<file path="config.mk">
export PLATFORM = sky130hd
export DESIGN_NAME = freq_range_ctrl
export DESIGN_NICKNAME = d
export VERILOG_FILES = /design/src/rtl/freq_range_ctrl.sv
export SDC_FILE = /design/constraint.sdc
export NUM_CORES = 1
export LEC_CHECK = 0
export CORE_ASPECT_RATIO = 0.75
export CORE_UTILIZATION = 46
export DETAILED_ROUTE_END_ITERATION = 6
export GPL_ROUTABILITY_DRIVEN = 1
export GPL_TIMING_DRIVEN = 1
export PLACE_DENSITY = 0.67
export SYNTH_ARGS = -nofsm -noshare
export SYNTH_HDL_FRONTEND = slang
export SYNTH_SLANG_ARGS = --single-unit
</file>
<file path="constraint.sdc">
create_clock -name clk -period 2.45 [get_ports clk]
set_input_delay 0.3675 -clock clk [delete_from_list [all_inputs] [get_ports clk]]
set_output_delay 0.3675 -clock clk [all_outputs]
set_load 0.03 [all_outputs]
</file>
<file path="src/rtl/freq_range_ctrl.sv">
// rtl/freq_range_ctrl.sv - gated frequency-counter controller with manual or auto gate ranging
module freq_range_ctrl #(
  parameter int CLK_HZ = 50_000_000,
  parameter int CNT_W  = 23,
  parameter int UP_TH  = 8_000_000,
  parameter int LO_TH  = 700_000,
  parameter int SETTLE = 3
) (
  input  logic             clk,
  input  logic             rst,
  input  logic             run,
  input  logic             auto_rng,
  input  logic [1:0]       man_range,
  input  logic [CNT_W-1:0] cnt_in,
  input  logic             cnt_ovf,
  output logic             gate_en,
  output logic             cnt_clr,
  output logic [32:0]      freq_hz,
  output logic [1:0]       range,
  output logic             valid,
  output logic             over,
  output logic             busy
);

  // Timer must hold CLK_HZ-1 (the longest gate) with a spare bit of headroom.
  localparam int TW = $clog2(CLK_HZ) + 1;

  // Timers count down from length-1 to 0 so each phase lasts exactly its length.
  localparam logic [TW-1:0] G0_LAST  = TW'(CLK_HZ - 1);
  localparam logic [TW-1:0] G1_LAST  = TW'(CLK_HZ / 10 - 1);
  localparam logic [TW-1:0] G2_LAST  = TW'(CLK_HZ / 100 - 1);
  localparam logic [TW-1:0] G3_LAST  = TW'(CLK_HZ / 1000 - 1);
  localparam logic [TW-1:0] SET_LAST = TW'(SETTLE - 1);
  localparam logic [TW-1:0] TW_ONE   = TW'(1);

  localparam logic [CNT_W-1:0] UP_C = CNT_W'(UP_TH);
  localparam logic [CNT_W-1:0] LO_C = CNT_W'(LO_TH);

  typedef enum logic [2:0] {
    ST_IDLE,
    ST_CLEAR,
    ST_GATE,
    ST_SETTLE,
    ST_EVAL
  } state_t;

  state_t        state, state_nxt;
  logic [1:0]    rng, rng_nxt;
  logic [TW-1:0] timer, timer_nxt;
  logic          load_res;
  logic          too_high;
  logic          too_low;
  logic [32:0]   cnt_ext;
  logic [32:0]   scaled;

  // A saturated counter always counts as "too fast"; "too slow" requires a trustworthy count.
  assign too_high = cnt_ovf || (cnt_in > UP_C);
  assign too_low  = !cnt_ovf && (cnt_in < LO_C);
  assign cnt_ext  = 33'(cnt_in);

  // Scale the raw count by 10^r into Hz; the 33-bit product covers a full 23-bit count at r=3.
  always_comb begin
    scaled = cnt_ext;
    case (rng)
      2'd0:    scaled = cnt_ext;
      2'd1:    scaled = cnt_ext * 33'd10;
      2'd2:    scaled = cnt_ext * 33'd100;
      default: scaled = cnt_ext * 33'd1000;
    endcase
  end

  // Next-state, range stepping, phase timer and decoded strobes.
  always_comb begin
    state_nxt = state;
    rng_nxt   = rng;
    timer_nxt = timer;
    load_res  = 1'b0;
    gate_en   = 1'b0;
    cnt_clr   = 1'b0;
    busy      = (state != ST_IDLE);
    case (state)
      ST_IDLE: begin
        if (run) begin
          state_nxt = ST_CLEAR;
          rng_nxt   = man_range;
        end
      end
      ST_CLEAR: begin
        cnt_clr = 1'b1;
        case (rng)
          2'd0:    timer_nxt = G0_LAST;
          2'd1:    timer_nxt = G1_LAST;
          2'd2:    timer_nxt = G2_LAST;
          default: timer_nxt = G3_LAST;
        endcase
        state_nxt = ST_GATE;
      end
      ST_GATE: begin
        gate_en = 1'b1;
        if (timer == '0) begin
          timer_nxt = SET_LAST;
          state_nxt = ST_SETTLE;
        end else begin
          timer_nxt = timer - TW_ONE;
        end
      end
      ST_SETTLE: begin
        if (timer == '0) begin
          state_nxt = ST_EVAL;
        end else begin
          timer_nxt = timer - TW_ONE;
        end
      end
      ST_EVAL: begin
        timer_nxt = '0;
        if (auto_rng && too_high && (rng != 2'd3)) begin
          // Discarded pass: retry immediately even if run dropped, the measurement is unfinished.
          rng_nxt   = rng + 2'd1;
          state_nxt = ST_CLEAR;
        end else if (auto_rng && too_low && (rng != 2'd0)) begin
          rng_nxt   = rng - 2'd1;
          state_nxt = ST_CLEAR;
        end else begin
          load_res = 1'b1;
          if (run) begin
            state_nxt = ST_CLEAR;
            if (!auto_rng) begin
              rng_nxt = man_range;
            end
          end else begin
            state_nxt = ST_IDLE;
          end
        end
      end
      default: state_nxt = ST_IDLE;
    endcase
  end

  // Control state register with asynchronous clear.
  always_ff @(posedge clk or negedge rst) begin
    if (!rst) begin
      state <= ST_IDLE;
      rng   <= 2'd0;
      timer <= '0;
    end else begin
      state <= state_nxt;
      rng   <= rng_nxt;
      timer <= timer_nxt;
    end
  end

  // Result registers load only on an accepted EVAL and hold otherwise.
  always_ff @(posedge clk or negedge rst) begin
    if (!rst) begin
      freq_hz <= '0;
      range   <= 2'd0;
      over    <= 1'b0;
      valid   <= 1'b0;
    end else begin
      valid <= load_res;
      if (load_res) begin
        freq_hz <= scaled;
        range   <= rng;
        over    <= (rng == 2'd3) && too_high;
      end
    end
  end

endmodule
</file>
==> results.py, run 1 <==
metrics = {
    "logic_synthesis": {
        "synth_largest_area_cell": "ha_1",
        "synthesis.area_sq_mm": 0.0116,
        "synthArstFlopShare": 1.00,
        "yosysSeqAreaShare": 0.148,
        "synthTopCellsByArea": "ha_1 (20%), fa_1 (17%), dfrtp_1 (15%), inv_1 (7.0%), a21oi_1 (4.3%)",
        "synth_top_area_frac": 0.202,
        "synth_edf_count": 0,
        "syn_area_per_cell_sq_um": 8.56,
        "syn_nets": 1679,
        "ys_warn_count": 0,
        "synthCells": 1360,
        "yosys_most_used_dff": "dfrtp_1",
        "synth.distinct_cells": 88,
        "synth-seq-cells": 69,
    },
    "critical_path": {
        "cp.required_ns": 2.68,
        "critical_path_peak_fanout": 5,
        "cp-start-kind": "primary input",
        "worstPathArrival_ns": 4.83,
        "critPathKind": "primary input to flop",
        "cp-end-kind": "flop",
        "r2r_slack_ns": -0.08,
    },
    "drt": {
        "drt-vias-per-instance": 5.73,
        "drcViolationCount": 0,
        "drtPass1Iterations": 7,
        "wirelength_um": 42500,
        "ant_nets": 0,
        "routedWlPerCell_um": 19.9,
        "drtIter0Drc": 1059,
        "vias": 12300,
    },
    "sta": {
        "max_freq_mhz": 217,
        "setup_viol": 57,
        "period_minus_slack_ns": 4.60,
        "worst_slew_pin_slew_ns": 0.671,
        "drv_slew": 0,
        "hold_violations": 0,
        "maxSlewHeadroom": 0.549,
        "finalCritPeriodShare": 1.88,
        "holdWs_ns": 0.476,
        "skew_ns": 0.0103,
        "rsz0062_at_grt": "yes",
        "setup_slack_ns": -2.15,
    },
    "die": {
        "start_util": 0.468,
        "num_rows": 50,
        "die_w_um": 186,
        "ios": 70,
        "coreArea_sq_mm": 0.0249,
        "die_area_sq_mm": 0.0260,
        "die_h_um": 140,
    },
    "global_route": {
        "antenna_found_initial": 0,
        "grt_overflow": 0,
        "grt_first_pass_wirelength_um": 62300,
        "grt_pass1_vias": 11700,
        "grt_use_total": 0.313,
        "grt_max_degree": 41,
    },
    "final_layout": {
        "finalNonFillerCells": 2137,
        "nNetsFinal": 2113,
        "utilization": 0.696,
        "layout-drive-gt1-share": 0.355,
        "area_delta_synth_final_pct": 48.8,
        "diodes": 0,
    },
    "power_and_ir_drop": {
        "ir_drop_mv": 0.722,
        "p_total_mw": 13.7,
        "p_leak_nw": 8.38,
        "power.density_mw_per_mm2": 791,
    },
    "place": {
        "hpwl_um": 31600,
        "io_buffer_count": 69,
        "numPlacedInstances": 2048,
        "gp_congestion": 0.968,
    },
    "cts": {
        "numCtsBuffers": 9,
        "cts_tree": "yes",
        "clk_pin_slew_ns": 0.07,
        "cts.sinks": 69,
        "cts_root_buf": "clkbuf_16",
        "cts_max_level": 3,
        "clk_latency_ns": 0.34,
        "clockBufferDepth": 2,
    },
    "run_status": {
        "failed_checks": "setup timing",
        "status": "complete, but fails checks",
    },
    "job": {
        "maxCapViolations": 0,
    },
    "min_path": {
        "min_path_type": "flop to flop",
    },
}
[report_power, final]
part	total [mW]	internal [mW]	switching (mW)
sequential	1.14	1.14	0
clock	1.34	0.814	0.524
combinational	11.2	5.69	5.54
total	13.7	7.65	6.06
[registers in the layout, indices dropped and copies added, names as in the netlist]
name / cells
rng: 2
timer: 27
state: 3
over: 1
valid: 1
freq_hz: 33
range: 2
[synth_stat cells (all sizes together), types with 3 or more instances]
library cell  instances
o2111ai               3
nor2b                13
nor4                  3
a21o                 27
buf                   9
o21ai               106
nand3b                5
nand3                19
xor2                 17
nor3                 28
a22oi                 7
a31oi                16
o22ai                 5
and4                  3
nor2                 81
a21boi                8
mux2                  3
inv                 216
xnor2                30
a21oi               101
a211o                 3
o211ai               14
nor3b                 4
nand4                14
and2                  6
o311ai                3
ha                  188
o21a                 21
clkbuf               26
nand2b                5
and3                 13
o41ai                 5
o31ai                14
o21bai                8
a222oi                5
a221oi               16
a211oi               14
nand2                80
dfrtp                69
or3                  11
o221ai                4
a2111oi               3
fa                  101
[metrics by stage]
step	setup WS [ns]	TNS, ns	instance area [sq um]
4_1_cts	-2.17	-42.31	16400
3_5_place_dp	-3.00	-76.94	15300
2_1_floorplan	-2.13	-39.41	11900
6_report	-2.15	-44.18	17300
3_3_place_gp	-2.89	-75.16	15300
5_1_grt	-2.25	-49.88	17300
[what timing repair did]
action,CTS,global route
setup endpoints to repair,40,66
endpoints found under the hold margin,29,0
gates cloned,1,9
hold buffers,1,0
pin swaps,81,106
resized for setup,187,159
setup buffers,35,34
[area by class of cell]
cell class	instances	area, sq um
Multi-Input combinational cell	1038	10100
Fill cell	1882	7570
Timing Repair Buffer	458	3930
Sequential cell	69	1730
Inverter	218	872
Tap cell	338	423
Clock buffer	10	239
Clock inverter	6	62.6
[placed cells by master, fill, tap and decap left out, types with 21 or more instances in the layout]
| cell | count |
|---|---|
| buf_4 | 340 |
| a21o_1 | 26 |
| buf_6 | 39 |
| o21ai_2 | 28 |
| dfrtp_1 | 69 |
| o21ai_1 | 28 |
| ha_4 | 27 |
| a21oi_1 | 81 |
| inv_1 | 185 |
| fa_1 | 93 |
| nor3_1 | 23 |
| nor2_1 | 72 |
| nand2_1 | 72 |
| ha_1 | 154 |
| o21a_1 | 21 |
| xnor2_1 | 27 |
| clkdlybuf4s50_1 | 44 |
| o21ai_0 | 43 |
[critical path, cell delays in order]
cell and delay [ns]:
buf_8 0.08, clkinvlp_4 0.15, fa_1 0.61, fa_1 0.47, fa_1 0.52, fa_1 0.58, inv_2 0.05, ha_4 0.21
o21a_1 0.18, or2_1 0.24, a32o_2 0.30, or3_4 0.36, a311oi_2 0.25, xnor2_1 0.12, a221oi_2 0.26, a21oi_1 0.08
[kinds of logic (layout without fill, tap and decap cells)]
kind of cell	count (synthesis)	in the layout	synth area share
xor+xnor	47	47	0.0353
compound gates	405	405	0.228
buf+inv	253	692	0.0841
simple gates	292	292	0.124
mux	5	5	0.00462
fa+ha+maj	289	289	0.376
flops	69	69	0.148
[per-layer routing]
metal,vias up,wire (um),global-route usage
li1,5639,-,-
met3,130,3730,0.0628
met2,550,19200,0.489
met1,5932,18000,0.429
met4,0,1620,0.110
met5,-,0,0
[path summary, 6_finish.rpt]
path,startpoint,end,depth (start not counted)
max,cnt_in[8],freq_hz[25],16
min,freq_hz[5],freq_hz[5],2
max reg2reg,timer[0],timer[24],13
min reg2reg,freq_hz[5],freq_hz[5],2
max in group asynchronous,rst,freq_hz[26],3
min in group asynchronous,rst,timer[22],2
No activity file was read; power rests on OpenSTA's default activity.
==> inputs of run 2 (changes only) <==
--- a/config.mk
+++ b/config.mk
@@ -6,6 +6,7 @@
 export NUM_CORES = 1
 export LEC_CHECK = 0
 export CORE_ASPECT_RATIO = 0.75
+export CORE_MARGIN = 3
 export CORE_UTILIZATION = 46
 export DETAILED_ROUTE_END_ITERATION = 6
 export GPL_ROUTABILITY_DRIVEN = 1
==> run 2 against run 1 <==
  * The run ends with DRC, setup timing left
  * Final cell count rose by 0.28%
  * Non-clock buffer count rose by 14
  * Worst hold slack got worse by 0.44 ns
  * Worst setup slack got worse by 0.015 ns
  * Critical path depth rose by 1
  * Global-route usage barely moved
  * Die area rose by 5.1%
  * Clock power rose by 7%
  * Via count rose by 2.2%
  * Routed wire length rose by 5.8%
  * Design area rose by 3.4%
  * Clock-buffer cell count fell by 1
  * Largest cell class unchanged
==> results.py, run 2 (synthesis results as in run 1) <==
metrics = {
    "power_and_ir_drop": {
        "ir_drop_mv": 0.642,
        "p_sw_mw": 6.52,
        "switching_share": 0.445,
        "p_int_mw": 8.12,
        "seqPwrFrac": 0.078,
        "p_leak_nw": 8.54,
        "clockPowerShare": 0.098,
        "combPwrFrac": 0.824,
        "power.density_mw_per_mm2": 817,
    },
    "critical_path": {
        "cp-start-kind": "primary input",
        "cp-startpoint": "cnt_in[10]",
        "slowest_stage": "fa_1",
        "timing.rr.start": "timer[12]",
        "critPathKind": "primary input to flop",
        "worstPathArrival_ns": 4.83,
        "cp-end-kind": "flop",
        "critical_path_peak_fanout": 5,
        "slowest_delay_ns": 0.56,
        "critPathMostFrequentCell": "fa_1",
        "cp_cell_sequence": "buf_4, clkinvlp_4, buf_6, fa_1, fa_1, fa_1, fa_1, inv_2, ha_4, o21a_1, or2_1, a32o_2, or3_4, a311oi_2, xnor2_1, a221oi_2, a21oi_1",
        "cp.required_ns": 2.67,
    },
    "final_layout": {
        "layout-drive-gt1-share": 0.385,
        "largest_reg_flops": 33,
        "final_common_cell": "buf_4",
        "area_delta_synth_final_pct": 53.8,
        "largest-register": "freq_hz",
        "diodes": 0,
        "nNetsFinal": 2127,
        "final_cell_mix": "buf_4 (338), inv_1 (175), ha_1 (145)",
        "utilization": 0.734,
        "reg_top3": "freq_hz: 33 flops, timer: 27 flops, state: 3 flops",
        "nFillCells": 1689,
    },
    "die": {
        "start_util": 0.477,
        "ios": 70,
        "coreArea_sq_mm": 0.0244,
        "num_rows": 49,
        "die_w_um": 190,
        "die_area_sq_mm": 0.0273,
        "die_h_um": 144,
    },
    "cts": {
        "numCtsBuffers": 9,
        "cts_root_buf": "clkbuf_16",
        "clockBufferDepth": 2,
        "clk_latency_ns": 0.34,
        "cts.sinks": 69,
        "cts_max_level": 3,
        "clk_pin_slew_ns": 0.07,
        "cts_tree": "yes",
    },
    "place": {
        "hpwl_um": 32100,
        "gp_congestion": 1.00,
        "io_buffer_count": 69,
        "dpl_worst_slack_ns": -2.94,
    },
    "drt": {
        "drtPass1Iterations": 7,
        "wl_met3_um": 4400,
        "drt-vias-per-instance": 5.84,
        "routedWlPerCell_um": 21.0,
        "ant_nets": 0,
        "routed.top_layer": "met5",
        "m1WireLength_um": 18900,
        "wirelength_um": 45000,
        "drtIter0Drc": 1357,
        "dr_wl_met2_um": 20300,
        "drcViolationCount": 6,
        "vias": 12500,
    },
    "sta": {
        "max_freq_mhz": 217,
        "hold_violations": 0,
        "period_minus_slack_ns": 4.62,
        "maxSlewHeadroom": 0.540,
        "skew_ns": 0.0112,
        "setup_slack_ns": -2.17,
        "setup_tns_ns": -43.80,
        "drv_slew": 0,
        "finalCritPeriodShare": 1.88,
        "rsz0062_at_grt": "yes",
        "setup_viol": 54,
        "worst_slew_pin_slew_ns": 0.685,
    },
    "run_status": {
        "status": "complete, but fails checks",
        "failed_checks": "DRC, setup timing",
    },
    "global_route": {
        "grt_pass1_vias": 12300,
        "antenna_found_initial": 1,
        "grt_use_total": 0.313,
        "grt_max_degree": 44,
        "grt_first_pass_wirelength_um": 66900,
        "grt_overflow": 0,
    },
    "job": {
        "maxCapViolations": 0,
    },
    "min_path": {
        "min_path_type": "primary input to asynchronous set/reset pin",
    },
}
==> run 2: cell types whose count changed in the layout (fill, tap and decap cells not counted), moves of 4 or more <==
cell	before	now
a21oi_4	6	10
buf_12	5	13
buf_6	39	46
fa_1	93	88
fa_2	8	13
ha_1	154	145
ha_4	27	39
inv_1	185	175
inv_2	17	26
nand2_1	72	68
nand2_4	2	7
==> run 2: path summary, 6_finish.rpt <==
| check | slack (ns) | to | cells after the start |
|---|---|---|---|
| worst min-delay path | 0.04 | timer[18] | 1 |
| worst max register to register | -0.11 | timer[24] | 11 |
| max in group asynchronous | 1.82 | state[1] | 2 |
| worst min register to register | 0.48 | freq_hz[17] | 2 |
| worst max-delay path | -2.17 | freq_hz[25] | 17 |
| min in group clk | 0.48 | freq_hz[0] | 4 |
==> run 2: layout make-up <==
type / instances / area (sq um) / area share
Clock inverter: 6 / 88.8 / 0.00496
Timing Repair Buffer: 472 / 4210 / 0.235
Clock buffer: 9 / 225 / 0.0126
Sequential cell: 69 / 1730 / 0.0964
Inverter: 218 / 872 / 0.0487
Multi-Input combinational cell: 1038 / 10400 / 0.579
Tap cell: 331 / 414 / 0.0231
==> run 2: repair_timing <==
action | in CTS | in global routing
setup endpoints to repair | 58 | 65
gates cloned | 7 | 7
buffers inserted | 60 | 26
resized for setup | 271 | 159
hold buffers | 0 | 0
pin swaps | 137 | 132
==> run 2: stage by stage <==
step | area, sq um | hold slack [ns] | instances | total power, mW
final | 17900 | 0.0352 | 2143 | 14.6
after global routing | 17900 | 0.0829 | 2143 | 15.6
after CTS | 17000 | 0.0616 | 2122 | 13.5
after detailed placement | 15300 | 0.421 | 2044 | 10.5
after global placement | 15300 | 0.411 | 2044 | 10.3
after floorplan | 11900 | 0.0719 | 1360 | 6.93
==> run 2: layer usage <==
metal	vias to the layer above	GRT usage
met5	-	0
met4	2	0.0642
met3	127	0.0585
met2	700	0.512
met1	6023	0.437
li1	5667	-
==> run 2: critical path: cells and delay by family <==
kind                     cells  cell delay (ns)
buffers and inverters        4             0.45
AO/OA/AOI/OAI                5             1.06
XOR/XNOR                     1             0.13
adder cells (fa/ha/maj)      5             2.21
AND/OR/NAND/NOR              2             0.61
==> run 2: power groups by stage <==
stage,Combinational (mW),Sequential (mW),Clock (mW)
finish,12.1,1.14,1.44
global route,13.0,1.14,1.48
global placement,9.14,1.16,0
detailed placement,9.32,1.16,0
floorplan,5.77,1.16,0
CTS,10.9,1.14,1.43
